**src/rtl/acq_pkg.sv**
```systemverilog
`default_nettype none
// ============================================================================
// Module : acq_pkg
// Brief  : Shared types and B1 constants for the acquisition search controller
// Rev    : 1.0
// ============================================================================
package acq_pkg;

  typedef enum logic [2:0] {
    ST_IDLE = 3'd0,
    ST_RUN  = 3'd1,
    ST_WAIT = 3'd2,
    ST_EVAL = 3'd3,
    ST_DONE = 3'd4
  } acq_state_e;

  localparam int C_B1_PRN_LEN       = 2046;
  localparam int C_B1_PRN_PHS_WIDTH = 11;

endpackage
`default_nettype wire

```
**src/rtl/acq_peak_hold.sv**
```systemverilog
`default_nettype none
// ============================================================================
// Module : acq_peak_hold
// Brief  : Running maximum of correlator power with the phase that produced it
// Rev    : 1.0
// ============================================================================
module acq_peak_hold #(
  parameter int CORR_ACC_WIDTH = 48,
  parameter int PRN_PHS_WIDTH  = 11
) (
  input  logic                      clk,
  input  logic                      rst,
  input  logic                      i_clr,
  input  logic                      i_upd,
  input  logic [CORR_ACC_WIDTH-1:0] i_pow,
  input  logic [PRN_PHS_WIDTH-1:0]  i_phs,
  output logic [CORR_ACC_WIDTH-1:0] o_peak,
  output logic [PRN_PHS_WIDTH-1:0]  o_peak_phs,
  output logic [CORR_ACC_WIDTH-1:0] o_peak_nxt
);

  logic [CORR_ACC_WIDTH-1:0] peak_q, peak_d;
  logic [PRN_PHS_WIDTH-1:0]  phs_q, phs_d;
  logic                      take_w;

  // Strict compare so a tie keeps the earlier phase.
  assign take_w     = i_upd && (i_pow > peak_q);
  assign o_peak_nxt = take_w ? i_pow : peak_q;

  always_comb begin
    peak_d = o_peak_nxt;
    phs_d  = take_w ? i_phs : phs_q;
    if (i_clr) begin
      peak_d = '0;
      phs_d  = '0;
    end
  end

  always_ff @(posedge clk) begin
    if (rst) begin
      peak_q <= '0;
      phs_q  <= '0;
    end else begin
      peak_q <= peak_d;
      phs_q  <= phs_d;
    end
  end

  assign o_peak     = peak_q;
  assign o_peak_phs = phs_q;

endmodule
`default_nettype wire

```
**src/rtl/acq_search_ctrl.sv**
```systemverilog
`default_nettype none
// ============================================================================
// Module : acq_search_ctrl
// Brief  : Serial code-phase search sequencer with peak hold and threshold test
// Rev    : 1.0
// ============================================================================
module acq_search_ctrl
  import acq_pkg::*;
#(
  parameter int PRN_LEN        = C_B1_PRN_LEN,
  parameter int PRN_PHS_WIDTH  = C_B1_PRN_PHS_WIDTH,
  parameter int CORR_ACC_WIDTH = 48,
  parameter int PHS_STEP       = 1,
  parameter int POW_LAT        = 1
) (
  input  logic                      rx_clk,
  input  logic                      rx_rst,
  input  logic                      rx_start,
  input  logic                      rx_smp_vld,
  input  logic [CORR_ACC_WIDTH-1:0] rx_thresh,
  input  logic [CORR_ACC_WIDTH-1:0] rx_corr_pow,
  output logic                      tx_prn_sop,
  output logic                      tx_prn_eop,
  output logic [PRN_PHS_WIDTH-1:0]  tx_loc_phs,
  output logic                      tx_busy,
  output logic                      tx_done,
  output logic                      tx_acq_ok,
  output logic [PRN_PHS_WIDTH-1:0]  tx_acq_phs,
  output logic [CORR_ACC_WIDTH-1:0] tx_acq_peak
);

  localparam logic [PRN_PHS_WIDTH-1:0] C_CHIP_LAST = PRN_PHS_WIDTH'(PRN_LEN - 1);
  localparam logic [2:0]               C_LAT_LAST  = 3'(POW_LAT - 1);
  localparam logic [PRN_PHS_WIDTH:0]   C_PHS_STEP  = (PRN_PHS_WIDTH+1)'(PHS_STEP);
  localparam logic [PRN_PHS_WIDTH:0]   C_PHS_LIMIT = (PRN_PHS_WIDTH+1)'(PRN_LEN);

  acq_state_e                state_q, state_d;
  logic [PRN_PHS_WIDTH-1:0]  chip_q, chip_d;
  logic [PRN_PHS_WIDTH-1:0]  phase_q, phase_d;
  logic [2:0]                lat_q, lat_d;
  logic [CORR_ACC_WIDTH-1:0] pow_q, pow_d;
  logic [CORR_ACC_WIDTH-1:0] thresh_q, thresh_d;
  logic                      busy_q, busy_d;
  logic                      done_q, done_d;
  logic                      acq_ok_q, acq_ok_d;

  logic                      clr_w, upd_w, sop_w, eop_w;
  logic [PRN_PHS_WIDTH:0]    phs_sum_w;
  logic [CORR_ACC_WIDTH-1:0] peak_nxt_w;

  assign sop_w     = (state_q == ST_RUN) && rx_smp_vld && (chip_q == '0);
  assign eop_w     = (state_q == ST_RUN) && rx_smp_vld && (chip_q == C_CHIP_LAST);
  assign phs_sum_w = {1'b0, phase_q} + C_PHS_STEP;

  always_comb begin
    state_d  = state_q;
    chip_d   = chip_q;
    phase_d  = phase_q;
    lat_d    = lat_q;
    pow_d    = pow_q;
    thresh_d = thresh_q;
    busy_d   = busy_q;
    done_d   = 1'b0;
    acq_ok_d = acq_ok_q;
    clr_w    = 1'b0;
    upd_w    = 1'b0;
    case (state_q)
      ST_IDLE: begin
        if (rx_start) begin
          state_d  = ST_RUN;
          chip_d   = '0;
          phase_d  = '0;
          busy_d   = 1'b1;
          acq_ok_d = 1'b0;
          thresh_d = rx_thresh;
          clr_w    = 1'b1;
        end
      end
      ST_RUN: begin
        if (eop_w) begin
          chip_d = '0;
          lat_d  = '0;
          if (POW_LAT == 0) begin
            pow_d   = rx_corr_pow;
            state_d = ST_EVAL;
          end else begin
            state_d = ST_WAIT;
          end
        end else if (rx_smp_vld) begin
          chip_d = chip_q + PRN_PHS_WIDTH'(1);
        end
      end
      ST_WAIT: begin
        if (lat_q == C_LAT_LAST) begin
          pow_d   = rx_corr_pow;
          state_d = ST_EVAL;
        end else begin
          lat_d = lat_q + 3'd1;
        end
      end
      ST_EVAL: begin
        upd_w = 1'b1;
        // Threshold uses the peak including this last trial.
        if (phs_sum_w >= C_PHS_LIMIT) begin
          state_d  = ST_DONE;
          done_d   = 1'b1;
          acq_ok_d = (peak_nxt_w > thresh_q);
        end else begin
          phase_d = phs_sum_w[PRN_PHS_WIDTH-1:0];
          state_d = ST_RUN;
        end
      end
      ST_DONE: begin
        busy_d  = 1'b0;
        state_d = ST_IDLE;
      end
      default: state_d = ST_IDLE;
    endcase
  end

  always_ff @(posedge rx_clk) begin
    if (rx_rst) begin
      state_q  <= ST_IDLE;
      chip_q   <= '0;
      phase_q  <= '0;
      lat_q    <= '0;
      pow_q    <= '0;
      thresh_q <= '0;
      busy_q   <= 1'b0;
      done_q   <= 1'b0;
      acq_ok_q <= 1'b0;
    end else begin
      state_q  <= state_d;
      chip_q   <= chip_d;
      phase_q  <= phase_d;
      lat_q    <= lat_d;
      pow_q    <= pow_d;
      thresh_q <= thresh_d;
      busy_q   <= busy_d;
      done_q   <= done_d;
      acq_ok_q <= acq_ok_d;
    end
  end

  acq_peak_hold #(
    .CORR_ACC_WIDTH (CORR_ACC_WIDTH),
    .PRN_PHS_WIDTH  (PRN_PHS_WIDTH)
  ) u_peak_hold (
    .clk        (rx_clk),
    .rst        (rx_rst),
    .i_clr      (clr_w),
    .i_upd      (upd_w),
    .i_pow      (pow_q),
    .i_phs      (phase_q),
    .o_peak     (tx_acq_peak),
    .o_peak_phs (tx_acq_phs),
    .o_peak_nxt (peak_nxt_w)
  );

  assign tx_prn_sop = sop_w;
  assign tx_prn_eop = eop_w;
  assign tx_loc_phs = phase_q;
  assign tx_busy    = busy_q;
  assign tx_done    = done_q;
  assign tx_acq_ok  = acq_ok_q;

endmodule
`default_nettype wire

```
**config.mk**
```make
export PLATFORM = sky130hd
export DESIGN_NAME = acq_search_ctrl
export DESIGN_NICKNAME = d
export VERILOG_FILES = /design/src/rtl/acq_pkg.sv /design/src/rtl/acq_peak_hold.sv /design/src/rtl/acq_search_ctrl.sv
export SDC_FILE = /design/constraint.sdc
export NUM_CORES = 1
export LEC_CHECK = 0
export CORE_MARGIN = 2
export CORE_UTILIZATION = 54
export CTS_CLUSTER_SIZE = 20
export DETAILED_ROUTE_END_ITERATION = 8
export PLACE_DENSITY = 0.81
export REMOVE_ABC_BUFFERS = 1
export SLEW_MARGIN = 20
export SYNTH_ARGS = -nofsm -noshare
export SYNTH_HDL_FRONTEND = slang
export SYNTH_SLANG_ARGS = --single-unit
```
**constraint.sdc**
```tcl
create_clock -name rx_clk -period 5.5 [get_ports rx_clk]
set_clock_uncertainty 0.2 [all_clocks]
set_input_delay 0.825 -clock rx_clk [delete_from_list [all_inputs] [get_ports rx_clk]]
set_output_delay 0.825 -clock rx_clk [all_outputs]
set_load 0.05 [all_outputs]
```
==> flow_metrics.py, run 1 <==
metrics = {
    "clock_network": {
        "ctsResizeCount": 0,
        "postCtsHoldBufs": 0,
        "numCtsBuffers": 17,
        "tritoncts": "done",
        "cts.sinks": 186,
        "cts_max_level": 4,
        "cts_buffer_depth": 2,
        "cts_setup_buffers": 0,
        "path_clk_slew_ns": 0.06,
        "clk_latency_ns": 0.44,
        "cts-root-buf": "clkbuf_16",
    },
    "place": {
        "placed_cells": 1631,
        "dp_hpwl_um": 18200,
        "pre_cts_slack_ns": 0.755,
        "numPortBuffers": 174,
        "gp_congestion": 0.866,
    },
    "floorplanning": {
        "die_w_um": 142,
        "initial_core_util_pct": 55.0,
        "rows": 50,
        "design.die.area_um2": 20200,
        "die_h_um": 142,
        "io_pins": 175,
        "core_region_area_um2": 18700,
    },
    "synth": {
        "synth_top_area_share_pct": 36.2,
        "synth_ff_type": "dfxtp_1",
        "syn-instance-count": 1276,
        "synth_cell_types": 60,
        "synth_seq_cells": 186,
        "synth_area_leaders": "dfxtp_1 (36%), nand2_1 (13%), ha_1 (13%)",
        "async_flop_share_pct": 0,
        "syn_area_um2": 10300,
        "synth-edff-count": 0,
        "syn_avg_cell_area_um2": 8.06,
        "yosys_warnings": 0,
        "ys_seq_area_share_pct": 36.2,
        "yosys.area.top_type": "dfxtp_1",
    },
    "setup_path": {
        "path_max_fanout": 20,
        "critPathSlowestCell": "dfxtp_1",
        "r2r_slack_ns": 0.68,
        "rr_endpoint": "tx_acq_ok",
        "worstPathCellList": "inv_1 -> ha_1 -> and4_1 -> nor4b_2 -> nor3b_2 -> nand3_1 -> nand2_1 -> a31o_4 -> buf_4 -> mux2_1 -> ha_1 -> nand4_1 -> nor3_1 -> nand2_1 -> nor3_1 -> nand3_1 -> o31ai_1 -> o21ai_1",
        "end_kind": "flip-flop",
        "crit_path_end": "tx_acq_ok",
        "required_ns": 5.60,
        "reg2reg_depth": 18,
        "slowest_delay_ns": 0.39,
        "start_kind": "flip-flop",
        "critPathArrivalTime_ns": 4.92,
        "cp-startpoint": "u_peak_hold.o_peak[27]",
        "r2r_start": "u_peak_hold.o_peak[27]",
        "worstSetupPathType": "reg -> reg",
    },
    "min_path": {
        "hold_path.class": "reg -> reg",
        "min-delay-start": "thresh_q[40]",
        "whs_path_depth": 2,
    },
    "finish": {
        "nNetsFinal": 1619,
        "fillers": 1526,
        "area.growth.synth_to_final_pct": 23.7,
        "stdcell_count": 1662,
        "final_util_pct": 68.0,
        "drive_gt1_share_pct": 4.06,
        "n_antenna_cell": 0,
    },
    "global_routing": {
        "grt_pass1_wl_um": 42400,
        "first_global_vias": 8784,
        "gr-total-overflow": 0,
        "grt_max_degree": 92,
        "antenna_found_initial": 0,
        "grt.total_usage_pct": 26.1,
    },
    "power_and_ir_drop": {
        "leakage_nw": 5.27,
        "finalPower_w": 0.00282,
        "p_per_area_nw_per_um2": 222,
        "vdd_drop_max_mv": 0.207,
    },
    "sta": {
        "slew_violations": 0,
        "worst_slew_pin_slew_ns": 0.783,
        "fin_ws_ns": 0.683,
        "fmax_ghz": 0.208,
        "period_minus_slack_ns": 4.82,
        "setup_viol": 0,
        "period_share_pct": 87.6,
        "relSlewSlack_pct": 47.8,
        "rsz0062_at_grt": "no",
        "fin_tns_setup_ns": 0,
        "hold_violations": 0,
    },
    "routing": {
        "wl_per_cell_um": 15.5,
        "ant_nets": 0,
        "drc_errors": 0,
        "dr.pass1.iters": 5,
        "avgViaCountPerCell": 5.44,
        "wl_um": 25800,
        "num_vias": 9045,
        "drtIter0Drc": 493,
    },
    "outcome": {
        "outcome": "finished, final reports clean",
    },
    "flow_run": {
        "cap_violations": 0,
    },
}
-- layout make-up --
cell class | instances | area, um2 | share of cell area (%)
well taps | 234 | 293 | 2.30
repair buffers | 185 | 1850 | 14.5
multi-input cells | 920 | 5890 | 46.3
clock inverters | 7 | 91.3 | 0.718
flip-flops and latches | 186 | 3720 | 29.3
clock buffers | 24 | 482 | 3.78
inverters | 106 | 398 | 3.13
-- worst max-delay path: cells and delay by family, from the launching register on --
family,cells,cell delay [ns]
mux,1,0.36
compound gates,3,0.69
buf+inv,2,0.39
fa+ha+maj,2,0.64
flops,1,0.39
simple gates,10,2.00
-- per-stage QoR --
| step | area (um2) | hold slack, ns |
|---|---|---|
| final | 12700 | 0.253 |
| after global routing | 12700 | 0.271 |
| after CTS | 12700 | 0.257 |
| after detailed placement | 12200 | 0.248 |
| after global placement | 12200 | 0.242 |
| after floorplan | 9980 | 0.230 |
-- state kept, by name, summed over array words and instances (netlist names) --
name / cells
pow_q: 48
thresh_q: 48
u_peak_hold.o_peak: 48
chip_q: 11
tx_loc_phs: 11
u_peak_hold.o_peak_phs: 11
lat_q: 3
state_q: 3
tx_acq_ok: 1
tx_busy: 1
tx_done: 1
-- cell usage after synthesis (7+ instances only) --
library cell  count
dfxtp_1         186
a21oi_1         149
nand4_1          23
nand3_1          21
nor3_1           11
xor2_1            7
mux2i_1          60
o21ai_0          20
nand2_1         355
nor2_1           26
clkbuf_1         43
inv_1           106
mux2_1           47
or3_1             9
ha_1            103
a21o_1            7
-- power by group --
group	switching [W]	internal [W]	leakage, nW
Clock	0.000503	0.000702	0.280
Combinational	0.000124	0.000109	3.48
Sequential	0.0000141	0.00137	1.51
-- routing by layer --
layer | wire, um | global-route usage (%) | vias to the layer above | part of all wire, %
met5 | 0 | 0 | - | 0
met4 | 551 | 8.74 | 0 | 2.1
met3 | 1300 | 4.85 | 38 | 5.1
met2 | 12300 | 44.6 | 219 | 48
met1 | 11600 | 33.2 | 4215 | 45
li1 | - | - | 4573 | -
-- cells by family after synthesis --
logic type	Yosys count	share of synthesized area (%)
fa+ha+maj	103	12.5
xor+xnor	12	1.02
mux	107	11.0
compound gates	216	12.2
flops	186	36.2
buf+inv	170	6.86
simple gates	482	20.3
-- worst min path at each step --
stage / slack, ns / to
finish: 0.25 / thresh_q[40]
global route: 0.27 / thresh_q[43]
global placement: 0.24 / thresh_q[2]
CTS: 0.26 / thresh_q[24]
detailed placement: 0.25 / thresh_q[34]
floorplan: 0.23 / thresh_q[10]
-- cell usage in the layout (no fill, tap or decap), types with 6 or more instances in the layout --
| cell | n |
|---|---|
| a211oi_1 | 6 |
| a21o_1 | 7 |
| a21oi_1 | 149 |
| buf_4 | 10 |
| clkbuf_16 | 17 |
| clkdlybuf4s50_1 | 173 |
| dfxtp_1 | 186 |
| ha_1 | 103 |
| inv_1 | 106 |
| mux2_1 | 47 |
| mux2i_1 | 60 |
| nand2_1 | 355 |
| nand3_1 | 21 |
| nand4_1 | 23 |
| nor2_1 | 24 |
| nor3_1 | 10 |
| o21ai_0 | 20 |
| o21ai_1 | 6 |
| or3_1 | 8 |
| xor2_1 | 7 |
No activity file was read; power rests on OpenSTA's default activity.
==> run 2, diff against run 1 <==
Settings changed: CORE_UTILIZATION 54 to 25, PLACE_DENSITY 0.81 to unset.
Clock period 5.5 ns to 5.55 ns, I/O delays scaled along.
==> flow_metrics.py, run 2 (synthesis results as in run 1) <==
metrics = {
    "power_and_ir_drop": {
        "p_comb_share_pct": 8.3,
        "power_frac_clock_pct": 43.8,
        "pwr-share-seq_pct": 47.9,
        "p_per_area_nw_per_um2": 218,
        "vdd_drop_max_mv": 0.151,
        "swShare_pct": 26.5,
        "intPower_w": 0.00210,
        "switchingPower_w": 0.000758,
        "leakage_nw": 5.27,
    },
    "setup_path": {
        "required_ns": 5.68,
        "end_kind": "flip-flop",
        "path_max_fanout": 29,
        "worstPathCellList": "inv_1 -> ha_1 -> nand4_1 -> nor4b_2 -> nor3b_2 -> nand3_1 -> nand2_1 -> a31o_4 -> buf_12 -> mux2_1 -> ha_1 -> nor2b_1 -> o211ai_1 -> a21oi_1 -> a211oi_1 -> o2111a_1 -> o21ai_1",
        "slowest_delay_ns": 0.52,
        "critPathSlowestCell": "a211oi_1",
        "critPathMostFrequentCell": "ha_1",
        "worstSetupPathType": "reg -> reg",
        "critPathArrivalTime_ns": 4.95,
        "start_kind": "flip-flop",
    },
    "place": {
        "gp_congestion": 0.815,
        "placed_cells": 1929,
        "placed_area_um2": 12500,
        "numPortBuffers": 174,
        "dp_hpwl_um": 21600,
    },
    "clock_network": {
        "cts.sinks": 186,
        "cts-root-buf": "clkbuf_16",
        "cts_buffer_depth": 2,
        "cts_max_level": 4,
        "path_clk_slew_ns": 0.08,
        "ctsResizeCount": 0,
        "numCtsBuffers": 17,
        "cts_setup_buffers": 0,
        "clk_latency_ns": 0.45,
        "postCtsHoldBufs": 0,
        "tritoncts": "done",
    },
    "routing": {
        "dr.pass1.iters": 5,
        "avgViaCountPerCell": 4.54,
        "ant_nets": 0,
        "wl_per_cell_um": 15.2,
        "num_vias": 8912,
        "wl_um": 29700,
        "drc_errors": 0,
        "drtIter0Drc": 306,
    },
    "sta": {
        "period_share_pct": 86.9,
        "setup_viol": 0,
        "slew_violations": 0,
        "relSlewSlack_pct": 34.8,
        "period_minus_slack_ns": 4.82,
        "worst_slew_pin_slew_ns": 0.978,
        "rsz0062_at_grt": "no",
        "hold_violations": 0,
        "fmax_ghz": 0.207,
    },
    "finish": {
        "final_cell_mix": "nand2_1 (355), dfxtp_1 (186), clkdlybuf4s50_1 (173)",
        "final_area_um2": 13100,
        "nNetsFinal": 1619,
        "drive_gt1_share_pct": 4.34,
        "stdcell_count": 1962,
        "final_common_cell": "nand2_1",
        "area.growth.synth_to_final_pct": 27.4,
        "fillers": 4332,
    },
    "global_routing": {
        "antenna_found_initial": 0,
        "grt_pass1_wl_um": 46200,
        "first_global_vias": 8515,
        "gr-total-overflow": 0,
        "grt_max_degree": 97,
        "grt.total_usage_pct": 14.1,
    },
    "floorplanning": {
        "design.die.area_um2": 42800,
        "rows": 74,
        "die_h_um": 207,
        "io_pins": 175,
        "core_region_area_um2": 40700,
        "initial_core_util_pct": 25.3,
        "die_w_um": 207,
    },
    "flow_run": {
        "cap_violations": 0,
    },
    "outcome": {
        "outcome": "finished, final reports clean",
    },
    "min_path": {
        "hold_path.class": "reg -> reg",
    },
}
==> run 2: path summary, 6_finish.rpt <==
kind	from	endpoint	slack, ns	cells past startpoint
worst max-delay path	u_peak_hold.o_peak[30]	tx_acq_ok	0.73	17
worst min-delay path	thresh_q[8]	thresh_q[8]	0.25	2
worst max register to register	u_peak_hold.o_peak[30]	tx_acq_ok	0.73	17
worst min register to register	thresh_q[8]	thresh_q[8]	0.25	2
==> run 2: power by group through the flow <==
stage / clock (W) / combinational [W] / sequential [W]
3_3_place_gp: 0 / 0.000240 / 0.00140
5_1_grt: 0.00135 / 0.000264 / 0.00137
4_1_cts: 0.00130 / 0.000243 / 0.00137
6_report: 0.00125 / 0.000237 / 0.00137
3_5_place_dp: 0 / 0.000242 / 0.00140
2_1_floorplan: 0 / 0.0000979 / 0.00140
==> run 2: routing by layer <==
layer	vias to the layer above	GRT usage, %	wire length (um)	share of wire [%]
met1	4170	17.3	13500	45
met3	25	2.83	1080	3.6
met4	0	4.74	550	1.8
met2	130	24.4	14700	49
li1	4587	-	-	-
met5	-	0	0	0
==> run 2: worst max-delay path: cells and delay by family, from the launching register on <==
kind,cells,cell delay (ns)
compound gates,6,1.49
simple gates,6,1.29
flops,1,0.40
buf+inv,2,0.33
fa+ha+maj,2,0.60
mux,1,0.35
==> run 2: area by class of cell <==
type,instances,area [um2],area share [%]
multi-input cells,920,5890,44.9
flip-flops and latches,186,3720,28.4
repair buffers,185,1850,14.1
well taps,532,666,5.08
clock buffers,18,429,3.27
inverters,106,398,3.03
clock inverters,14,155,1.18
diodes,1,2.50,0.0191
==> run 2: stage by stage <==
stage / power [W] / hold slack, ns / setup WS, ns / setup TNS [ns] / util, %
after floorplan: 0.00150 / 0.230 / -0.592 / -11.11 / -
after global placement: 0.00164 / 0.246 / 0.594 / 0 / 30.7
after detailed placement: 0.00164 / 0.248 / 0.591 / 0 / 30.7
after CTS: 0.00291 / 0.258 / 0.567 / 0 / 32.2
after global routing: 0.00299 / 0.276 / 0.297 / 0 / 32.2
final: 0.00286 / 0.254 / 0.725 / 0 / 32.2
